<file path="src/rtl/regfile_mp.sv">
// Multi-read-port register file with registered reads, optional write bypass,
// optional hardwired zero register and a per-register pending scoreboard.
module regfile_mp #(
    parameter int unsigned XLEN     = 32,
    parameter int unsigned DEPTH    = 32,
    parameter int unsigned AW       = $clog2(DEPTH),
    parameter int unsigned NUM_RD   = 2,
    parameter bit          BYPASS   = 1'b1,
    parameter bit          ZERO_REG = 1'b1
) (
    input  logic                   clk,
    input  logic                   rst_n,
    input  logic [NUM_RD-1:0]      rd_en,
    input  logic [NUM_RD*AW-1:0]   rd_addr,
    output logic [NUM_RD*XLEN-1:0] rd_data,
    output logic [NUM_RD-1:0]      rd_busy,
    input  logic                   wr_en,
    input  logic [AW-1:0]          wr_addr,
    input  logic [XLEN-1:0]        wr_data,
    input  logic                   sb_set,
    input  logic [AW-1:0]          sb_addr
);
    localparam int unsigned NumAddr = 2 ** AW;

    // One bit per encodable address: set where the address names a real,
    // writable register (in range and not the hardwired zero).
    function automatic logic [NumAddr-1:0] live_map();
        logic [NumAddr-1:0] m;
        m = '0;
        for (int unsigned a = 0; a < DEPTH; a++) m[a] = 1'b1;
        if (ZERO_REG) m[0] = 1'b0;
        return m;
    endfunction

    localparam logic [NumAddr-1:0] LiveMap = live_map();

    logic [XLEN-1:0]        mem_q [DEPTH];
    logic [DEPTH-1:0]       pend_q, pend_d;
    logic [NUM_RD*XLEN-1:0] rd_data_d;
    logic [NUM_RD-1:0]      rd_busy_d;
    logic                   wr_ok, sb_ok;

    assign wr_ok = wr_en & LiveMap[wr_addr];
    assign sb_ok = sb_set & LiveMap[sb_addr];

    // Set after clear: a newly issued producer outranks the retiring one.
    always_comb begin
        pend_d = pend_q;
        for (int unsigned a = 0; a < DEPTH; a++) begin
            if (wr_ok && (wr_addr == AW'(a))) pend_d[a] = 1'b0;
            if (sb_ok && (sb_addr == AW'(a))) pend_d[a] = 1'b1;
        end
    end

    always_comb begin
        logic [AW-1:0] ra;
        ra        = '0;
        rd_data_d = rd_data;
        rd_busy_d = rd_busy;
        for (int unsigned i = 0; i < NUM_RD; i++) begin
            if (rd_en[i]) begin
                ra = rd_addr[i*AW +: AW];
                if (BYPASS && wr_ok && (wr_addr == ra)) begin
                    rd_data_d[i*XLEN +: XLEN] = wr_data;
                    rd_busy_d[i]              = sb_ok && (sb_addr == ra);
                end else if (LiveMap[ra]) begin
                    rd_data_d[i*XLEN +: XLEN] = mem_q[ra];
                    rd_busy_d[i]              = pend_q[ra];
                end else begin
                    rd_data_d[i*XLEN +: XLEN] = '0;
                    rd_busy_d[i]              = 1'b0;
                end
            end
        end
    end

    always_ff @(posedge clk or negedge rst_n) begin
        if (!rst_n) begin
            for (int unsigned a = 0; a < DEPTH; a++) mem_q[a] <= '0;
            pend_q  <= '0;
            rd_data <= '0;
            rd_busy <= '0;
        end else begin
            if (wr_ok) mem_q[wr_addr] <= wr_data;
            pend_q  <= pend_d;
            rd_data <= rd_data_d;
            rd_busy <= rd_busy_d;
        end
    end

endmodule

</file>
<file path="config.mk">
export PLATFORM = sky130hd
export DESIGN_NAME = regfile_mp
export DESIGN_NICKNAME = d
export VERILOG_FILES = /design/src/rtl/regfile_mp.sv
export SDC_FILE = /design/constraint.sdc
export NUM_CORES = 2
export LEC_CHECK = 0
export ABC_CLOCK_PERIOD_IN_PS = 2300
export CORE_MARGIN = 2
export CORE_UTILIZATION = 63
export CTS_BUF_LIST = sky130_fd_sc_hd__clkbuf_16
export DETAILED_ROUTE_END_ITERATION = 8
export PLACE_DENSITY_LB_ADDON = 0.2
export RECOVER_POWER = 50
export REMOVE_ABC_BUFFERS = 1
export SYNTH_ARGS = -nofsm -noshare
export SYNTH_HDL_FRONTEND = slang
export SYNTH_SLANG_ARGS = --single-unit
</file>
<file path="constraint.sdc">
create_clock -name clk -period 2.3 [get_ports clk]
set_clock_uncertainty 0.15 [all_clocks]
set_input_delay 0.46 -clock clk [delete_from_list [all_inputs] [get_ports clk]]
set_output_delay 0.46 -clock clk [all_outputs]
set_load 0.01 [all_outputs]
</file>
=== Word-level counts from Yosys, hierarchy flattened ===
Memory sizes are Yosys's and may differ from the RTL's.
Cells that the tools add are included.

* Register bits after elaboration: 1,122
* Bits in read-only memories: 128
* Input bits: 58
* Output and inout port bits: 66
* Logic and storage cells: 343
* Memories kept: 4

{| class="wikitable"
|+ Memories
! name !! depth !! bits a word !! rd ports !! clocked after Yosys merged registers in !! write ports !! RTL line !! text
|-
| (no name shown) || 32 || 1 || 1 || 0 || 0 || 66 || <nowiki>end else if (LiveMap[ra]) begin</nowiki>
|-
| (no name shown) || 32 || 1 || 1 || 0 || 0 || 66 ||
|-
| (no name shown) || 32 || 1 || 1 || 0 || 0 || 44 || <nowiki>assign sb_ok = sb_set & LiveMap[sb_addr];</nowiki>
|-
| (no name shown) || 32 || 1 || 1 || 0 || 0 || 43 || <nowiki>assign wr_ok = wr_en & LiveMap[wr_addr];</nowiki>
|}

* Order comparisons: 8
* Equal/unequal tests: 66
* Multiplexer cells: 89
* Bitwise operators: 5
* Reduce and logical (&&, ||, !) cells: 103

{| class="wikitable"
|+ Operators by type and width
! operator !! number
|-
| $bwmux 1024 || 1
|-
| $bmux 32 s5 || 2
|-
| $mux 32 || 9
|-
| $demux 32 s5 || 1
|-
| $eq 5x5->1 const B || 32
|-
| $eq 5x4->1 const B || 16
|-
| $mux 1 || 74
|-
| $logic_and 1x1->1 || 69
|-
| $reduce_bool 2->1 || 32
|-
| $eq 5x3->1 const B || 8
|-
| $lt 5x6->1 const B || 4
|-
| $eq 5x2->1 const B || 4
|-
| $eq 5x5->1 || 4
|-
| $ge 6x6->1 const B || 3
|-
| $not 5->6 || 3
|-
| $bmux 1 s5 || 2
|-
| $eq 5x1->1 const B || 2
|-
| $logic_not 5->1 || 2
|-
| $lt 6x1->1 const B || 1
|-
| $and 1x1->1 || 2
|}

=== Longest topological paths before layout ===
* Word-level depth: 6
* Mapped depth: 11
* Gate-level depth less buffers: 5

=== Least setup slack after synthesis ===
No wires, ideal clock.

* Path kind: input -> register
* From: in rd_addr[7]
* To: reg rd_data[53]
* Library setup time: 131 ps
* Data arrival time: 2,391 ps
* Required time: 2,019 ps
* Path slack: -372 ps
* Cell stages on the path: 6
* Path buffers: 2
* Path through: clkbuf_1 -> buf_1 -> mux4_2 -> mux4_2 -> nor2b_1 -> or3_1

* Word-level cells in the longest chain between the ends: 6
* Elaborated cells between the ends (all ways): 10
* Classes of those cells: eq/ne: 1; mux: 6; bitwise: 1; reduce/logical: 1; memory: 1

{| class="wikitable"
|+ RTL lines
! element !! RTL line !! text
|-
| start: declaration || 14 || <nowiki>input logic [NUM_RD*AW-1:0] rd_addr,</nowiki>
|-
| $not 5->6 (implied by the code) || 67 || <nowiki>rd_data_d[i*XLEN +: XLEN] = mem_q[ra];</nowiki>
|-
| $bmux 32 s5 || 67 ||
|-
| $mux 32 (implied by the code) (2 in a row) || 67 ||
|-
| $mux 32 || 66 ||
|-
| $mux 32 * || 63 || <nowiki>if (BYPASS && wr_ok && (wr_addr == ra)) begin</nowiki>
|-
| end signal: assignment || 86 || <nowiki>rd_data <= rd_data_d;</nowiki>
|-
| end: declaration || 15 || <nowiki>output logic [NUM_RD*XLEN-1:0] rd_data,</nowiki>
|}

Mark *: on every way between the ends. The rest lies on a longest branch, timed or not. The select of a mux whose other input is x is not followed.
A chain may end at the register's enable or synchronous reset.

=== Worst setup path in the final report ===
* From: reg rd_data[51]
* To: out rd_data[51]

No word-level cell between the ends.

==> out/qor.csv <==
metric,value,unit
RR Endpoint,rd_data[63],
Hold WC Path Type,flop to flop,
most frequent cells in the layout,"dfrtp_1, mux2_2, mux4_2",
hold depth,0,
n_diodes,0,
"critical path, cell by cell",clkdlybuf4s50_1,
share of flip-flops with an asynchronous set or reset,100,%
CTS tree,built,
Worst-path clk slew,0.06,ns
FF-to-FF path depth,4,
post-route minimum period,2.26,ns
placed cells,5095,
Post-Route WL,184000,um
initial antenna violation count,0,
via-per-instance ratio,7.37,
Synth top area share,48.4,%
DRC viols,0,
Buf/Inv on CP,1,
"area leader, netlist",dfrtp_1,
Yosys reg bits,1122,
post-layout net count,4094,
starting density of the core,63.4,%
Synth Warn #,0,
Syn Inst Count,3749,
Final Worst Setup Slack,0.0356,ns
highest clock rate,0.442,GHz
reg2reg setup slack,0.09,ns
RePlAce Congestion,0.912,
Max-Cap Viols,0,
total CTS buffers,118,
overall power,59200,uW
global-route wire length before repair,278000,um
Max-slew headroom,1.19,%
DR WL/cell,34.6,um
final setup vio count,0,
CP Max Fanout,2,
WHS Endpoint,mem_q[1018],
vias in the first global route,42300,
CP arrival,1.65,ns
layout cells sized above 1,52.6,%
Layout Cells excl Fill,5324,
Post-Syn Area,58000,um2
routed vias,39200,
worst slew pin tran,1.48,ns
All-Layer GR Usage,40.2,%
worst endpoint required time,1.69,ns
Mean Syn Cell Area,15.5,um2
"commonest non-fill, non-tap cell in the layout",dfrtp_1,
router iterations before antenna repair,6,
Final Hold Fails,0,
core footprint,91400,um2
full die area,94400,um2
Post-synth EDFFs,0,
"slowest stage cell, crit path",clkdlybuf4s50_1,
FP Rows,111,
PwrDens,869,nW/um2
Routed Antenna Nets,0,
die height,307,um
clk sinks,1122,
RSZ-0062 raised after global routing,false,
outcome,"finished, final reports clean",
"Seq/Total Area, Yosys",48.4,%
max-slew violations,0,
Synth area leaders,"dfrtp_1, mux4_2, mux2_2",
number of I/O port buffers,123,
root buffer cell,clkbuf_16,
"Primary FF master, synth",dfrtp_1,
initial DRC count,5192,
CP max stage delay,0.56,ns
critical path startpoint category,flop,
hold path start,mem_q[1018],
Cell variety after synth,53,
Leak,0.0297,uW
"Worst Path Class, Setup",flop to output port,
Die Wd,307,um
clk_lat worst skew,0.73,ns
Crit Reg-Reg Startpoint,mem_q[767],
Ports,124,
area delta synth->final,17.7,%
peak supply drop,0.684,mV
# H-tree levels,3,
CP Capture Type,output port,
DP HPWL,120000,um
part of the cycle the worst path needs,98.5,%
pin count of the biggest net entering global routing,105,
Top delay family on crit path,buffers and inverters,
dpl ws,-0.696,ns
Clock Path Buffers,3,
"Remaining Overflow, GRT",0,
Fin Hold WS,0.243,ns
-- cell type report --
type                    count  area, um2
inverters                  17       65.1
fillers                  5404      23200
clock inverters           103       1160
clock buffers             119       2980
repair buffers            604       6290
flip-flops and latches   1122      28100
multi-input cells        2173      28100
well taps                1186       1480
-- Yosys cell counts (2+ instances only) --
cell and n:
nand3b_1 3, a221oi_1 35, clkinv_1 2, a222oi_1 31, nand2_1 69, a22oi_1 129
dfrtp_1 1122, xnor2_1 16, xor2_1 4, nor2_1 25, o211ai_1 7, a22o_1 67
nor3_1 11, inv_1 14, a21oi_1 31, mux2_1 86, o21ai_0 25, mux2_2 908
nor3b_1 3, buf_12 5, or3_1 32, or2_2 2, a32oi_1 2, nand3_1 8
mux4_2 555, nor2b_1 38, mux2i_1 11, buf_6 8, o22ai_1 9, o21ai_1 33
clkbuf_1 276, or4_1 2, nand4_1 6, nor4_1 3, buf_2 96, nand2b_1 7
buf_1 52
-- what timing repair did --
| item | in CTS | in global routing |
|---|---|---|
| pin swaps | 0 | 2 |
| setup endpoints to repair | 30 | 65 |
| gates resized for setup | 34 | 5 |
| hold buffers | 1 | 0 |
| buffers inserted | 4 | 2 |
| hold endpoints to repair | 309 | 0 |
-- sequential cells by signal (all words and copies together), names as in the netlist --
name     flops
mem_q     1024
pend_q      32
rd_busy      2
rd_data     64
-- cell families after synthesis --
kind of cell           count (synthesis)  share of synthesized area (%)
buffers and inverters                454                           3.39
flip-flops                          1122                           48.4
AO/OA/AOI/OAI                        377                           4.86
XOR/XNOR                              20                          0.302
AND/OR/NAND/NOR                      216                           1.92
multiplexers                        1560                           41.1
-- report_power, final --
| group | total [uW] | internal (uW) | leakage (uW) | switching (uW) |
|---|---|---|---|---|
| logic | 12200 | 7520 | 0.0133 | 4700 |
| clock network | 20400 | 12100 | 0.00209 | 8350 |
| registers | 26600 | 23600 | 0.0144 | 3010 |
-- per-stage QoR --
stage / instance area (um2) / util, % / setup TNS [ns]
final: 68200 / 74.6 / 0
after global routing: 68200 / 74.6 / 0
after CTS: 68400 / 74.9 / 0
after detailed placement: 64300 / 70.4 / -484.33
after global placement: 64300 / 70.4 / -477.54
after floorplan: 56100 / - / -544.02
-- per-layer routing --
metal | part of all wire, % | vias up | global-route usage (%)
met4 | 6.2 | 0 | 21.1
met5 | 0 | - | 0
met2 | 46 | 2601 | 60.9
li1 | - | 15200 | -
met1 | 36 | 20700 | 53.6
met3 | 12 | 701 | 11.6
-- how the worst max path moves through the flow --
| stage | from | slack (ns) | cells past startpoint | to |
|---|---|---|---|---|
| after floorplan | wr_addr[2] | -2.20 | 3 | mem_q[100] |
| after global placement | wr_addr[0] | -0.71 | 8 | rd_data[4] |
| after detailed placement | wr_addr[4] | -0.70 | 7 | rd_data[14] |
| after CTS | rd_data[22] | 0.007 | 1 | rd_data[22] |
| after global routing | rst_n | 0.006 | 4 | mem_q[1018] |
| final | rd_data[51] | 0.04 | 1 | rd_data[51] |
(Power assumes the default switching activity.)
